<file path="src/rtl/instr_issue_queue.sv">
// In-order instruction queue between fetch and decode/issue.
// Circular buffer of {instr, pc} entries; the head is presented to the
// combinational decoder and is forced to zero while the queue is empty.
module instr_issue_queue #(
  parameter int DEPTH = 8,
  parameter int XLEN  = 32,
  parameter int CNT_W = $clog2(DEPTH) + 1
) (
  input  logic             clk,
  input  logic             reset,
  input  logic             in_valid,
  output logic             in_ready,
  input  logic [XLEN-1:0]  in_instr,
  input  logic [XLEN-1:0]  in_pc,
  output logic             out_valid,
  input  logic             out_ready,
  output logic [XLEN-1:0]  out_instr,
  output logic [XLEN-1:0]  out_pc,
  input  logic             flush,
  output logic [CNT_W-1:0] count
);

  localparam int PTR_W = $clog2(DEPTH);

  // Entry storage; no reset needed since occupancy gates every read.
  logic [XLEN-1:0] instr_mem [DEPTH];
  logic [XLEN-1:0] pc_mem    [DEPTH];

  logic [PTR_W-1:0] rd_ptr_q, rd_ptr_d;
  logic [PTR_W-1:0] wr_ptr_q, wr_ptr_d;
  logic [CNT_W-1:0] count_q,  count_d;

  logic full;
  logic empty;
  logic push;
  logic pop;

  // Handshake status comes from registered occupancy only, so in_ready
  // never depends on out_ready and no in_* to out_* path exists.
  assign full      = (count_q == CNT_W'(DEPTH));
  assign empty     = (count_q == '0);
  assign in_ready  = !full;
  assign out_valid = !empty;
  assign push      = in_valid & in_ready;
  assign pop       = out_valid & out_ready;
  assign count     = count_q;

  // Head entry to the decoder; zero when empty so it sees opcode 0.
  assign out_instr = empty ? '0 : instr_mem[rd_ptr_q];
  assign out_pc    = empty ? '0 : pc_mem[rd_ptr_q];

  // Next-state for pointers and occupancy; flush discards any push/pop.
  always_comb begin
    rd_ptr_d = rd_ptr_q;
    wr_ptr_d = wr_ptr_q;
    count_d  = count_q;
    if (flush) begin
      rd_ptr_d = '0;
      wr_ptr_d = '0;
      count_d  = '0;
    end else begin
      if (push) wr_ptr_d = wr_ptr_q + PTR_W'(1);
      if (pop)  rd_ptr_d = rd_ptr_q + PTR_W'(1);
      count_d = count_q + CNT_W'(push) - CNT_W'(pop);
    end
  end

  // Pointer/occupancy registers; reset outranks flush.
  always_ff @(posedge clk) begin
    if (reset) begin
      rd_ptr_q <= '0;
      wr_ptr_q <= '0;
      count_q  <= '0;
    end else begin
      rd_ptr_q <= rd_ptr_d;
      wr_ptr_q <= wr_ptr_d;
      count_q  <= count_d;
    end
  end

  // Write the accepted instruction into the tail slot.
  always_ff @(posedge clk) begin
    if (push && !flush && !reset) begin
      instr_mem[wr_ptr_q] <= in_instr;
      pc_mem[wr_ptr_q]    <= in_pc;
    end
  end

endmodule

</file>
<file path="config.mk">
export PLATFORM = sky130hd
export DESIGN_NAME = instr_issue_queue
export DESIGN_NICKNAME = d
export VERILOG_FILES = /design/src/rtl/instr_issue_queue.sv
export SDC_FILE = /design/constraint.sdc
export NUM_CORES = 1
export LEC_CHECK = 0
export CAP_MARGIN = 20
export CORE_MARGIN = 1.5
export CORE_UTILIZATION = 45
export CTS_CLUSTER_DIAMETER = 200
export CTS_CLUSTER_SIZE = 24
export DETAILED_ROUTE_END_ITERATION = 7
export PLACE_DENSITY = 0.72
export SLEW_MARGIN = 20
export SYNTH_ARGS = -nofsm -noshare
export SYNTH_HDL_FRONTEND = slang
export SYNTH_SLANG_ARGS = --single-unit
</file>
<file path="constraint.sdc">
create_clock -name clk -period 9.4 [get_ports clk]
set_clock_uncertainty 0.15 [all_clocks]
set_input_delay 1.88 -clock clk [delete_from_list [all_inputs] [get_ports clk]]
set_output_delay 1.88 -clock clk [all_outputs]
set_load 0.01 [all_outputs]
</file>
==> metrics.txt <==
GP Congestion=about 0.7; number of synthesized register bits=around 530; vias in the first global route=a little over 9000; Netlist cell types=37; Ports=approximately 140; Iter 0 DRT Violations=a little under 600; vias per cell=between 5 and 6; Power, Total=approximately 4.2 mW; period utilization=around three fifths; # resized after CTS=0; GRT overflow=0; nets@finish=approximately 1000; final slew viol count=0; Placement Setup Slack=approximately 4100 ps; post-synthesis async set-or-reset flop share=0%; Synth Area in Compound Gates=under 10%; setup bufs post-CTS=0; Post-Synth XOR/XNOR Area=less than 1%; Starting Density=a little under half; wire length per cell=roughly 24 um; RSZ-0062 raised after global routing=no; Critical Path AT=3690 ps; largest net degree at the start of global routing=70; Skew-Pair Late Insertion Delay=550 ps; CP Cell Sequence=buf_4, mux4_2, a22o_1, clkdlybuf4s50_1; worst min path class=flip-flop to flip-flop; Worst Path Required=between 7000 and 8000 ps; Layout Cells excl Fill=~1600; GRT Total Usage=17.10%; Cell Pwr Density=188.1 mW/mm^2; Adder-Cell Fraction of Synth Area=less than 1%; worst slew pin tran=around 1100 ps; simple-gate share of the synthesized area=less than 1%; largest family of logic cells by synthesized area=multiplexers; Synth area leaders=edfxtp_1, mux4_2, a22o_1; Synth Net Count=908; Die W=213 um; post-layout min period=around 5700 ps; Max clock buf depth=3; Rows=76; Logic pwr share=roughly an eighth; layout cell share with drive strength beyond 1=a little under 20%; die area=roughly 0.045 mm^2; Max Cap Viol=0; status=complete, no violations; CTS Buf Count=25; # clock sinks=approximately 530; Yosys warning count=0; setup slack after layout=3678 ps; Crit-path slowest cell=dfxtp_4; ys flop type=edfxtp_1; Post-Synthesis Cells=831; Placed Cells=roughly 1500; sequential fraction of the synthesis area=between 70% and 80%; CP startpoint kind=flip-flop; Routed Antenna Nets=0; final wirelength=38060 um; htree depth=1; first-pass detailed-route iteration total=6; Psw=a little over 0.9 mW; EDFF count, synth=between 500 and 600; internal power=3.331 mW; Clock power frac=between 20 and 30%; Setup TNS Final=0 ps; VDD IR max=just over 0.1 mV; Hold Buf Count CTS=0; Sw Ratio=a little over a fifth; share of the synthesized area in the top cell type=77.47%; Fmax=around 170 MHz; Syn Area/Cell=about 24 um^2; Layout area overhead=13.54%; Crit. End Element=output port; Post-Syn Area=approximately 0.02 mm^2; CP Class=flip-flop to output port; Root Buffer=clkbuf_16; top post-synthesis cells by count=edfxtp_1, mux4_2, a22o_1; post-synthesis mux area share=around 15%; die height=213 um; CP peak stage delay=between 1000 and 1500 ps; register share of total power=about 61%; final hold vios=0; via count=between 8000 and 9000; Pleak=roughly 6.7 nW; CTS tree=done; Relative slew margins=27.45%; PortBufs=approximately 140; initial antenna violation count=3; top-count cell post-synth=edfxtp_1; Max FO, Critical Path=between 60 and 70; Setup-failing EPs final=0; first-pass GRT wire length=~57000 um; clk slew on worst S/H paths=roughly 90 ps; Core Area=about 0.043 mm^2; post-synth top area cell=edfxtp_1; DRC violations left=0; HPWL after detailed placement=around 20000 um
-- layer usage --
layer  share of wire, %  wire length (um)  up-vias  track usage, %
met1                 44             16660     4746           24.14
li1                   -                 -     3831               -
met4                1.1               431        4           3.522
met5              0.081                31        -               0
met2                 50             19060      189           28.50
met3                4.9              1876       32           2.662
-- state kept, by name (all words and copies together) (netlist names), named ones only --
| register | cells |
|---|---|
| instr_mem | 256 |
| pc_mem | 256 |
| count | 4 |
| rd_ptr_q | 3 |
| wr_ptr_q | 3 |
-- critical path, delay by kind of cell (launching register included) --
kind	cells	cell delay, ps
flops	1	1080
buf+inv	2	1370
mux	1	410
compound gates	1	240
-- per-stage QoR --
stage	hold WS, ps	utilization, %	cell area (um^2)
after floorplan	307.9	-	19850
after CTS	358.5	52.06	22520
final	359.9	52.08	22530
after global routing	382.5	52.07	22530
after global placement	324.7	50.52	21860
after detailed placement	345.2	50.52	21860
-- kinds of logic after synthesis --
logic type,Yosys count
xor gates and xnor gates,2
and+or+nand+nor,31
buffers and inverters,54
AOI/OAI and AO/OA,82
adders and majority gates,8
muxes,129
DFF,525
-- power by group through the flow --
stage / logic [mW] / registers [mW] / clock network (mW)
floorplan: 0.250 / 2.65 / 0
global placement: 0.505 / 2.65 / 0
detailed placement: 0.508 / 2.65 / 0
CTS: 0.511 / 2.60 / 1.18
global route: 0.537 / 2.60 / 1.25
finish: 0.501 / 2.60 / 1.14
-- layout by cell type (no fill, tap or decap), drive strengths merged, types with 7 or more instances in the layout --
| master | n |
|---|---|
| a21oi | 11 |
| a22o | 64 |
| buf | 19 |
| clkbuf | 34 |
| clkdlybuf4s50 | 138 |
| dfxtp | 13 |
| edfxtp | 512 |
| ha | 7 |
| inv | 10 |
| mux4 | 128 |
-- worst paths after layout --
check / start / endpoint / slack [ps] / cells after the start
worst max-delay path: flip-flop / out_pc[24] / 3680 / 4
worst min-delay path: rd_ptr_q[2]$_SDFFE_PP0P_ / rd_ptr_q[2]$_SDFFE_PP0P_ / 360 / 2
worst max register to register: count[2]$_SDFF_PP0_ / instr_mem[6][14]$_DFFE_PP_ / 5750 / 7
worst min register to register: rd_ptr_q[2]$_SDFFE_PP0P_ / rd_ptr_q[2]$_SDFFE_PP0P_ / 360 / 2
-- area by class of cell --
class / instances / area (um^2)
repair buffers: 157 / 1528
diodes: 2 / 5.005
inverters: 10 / 37.54
flip-flops and latches: 525 / 15640
multi-input cells: 252 / 3923
clock buffers: 34 / 659.4
clock inverters: 1 / 5.005
well taps: 585 / 732.0
fillers: 3300 / 20730
Note: power is estimated with default switching activity, not from simulation.
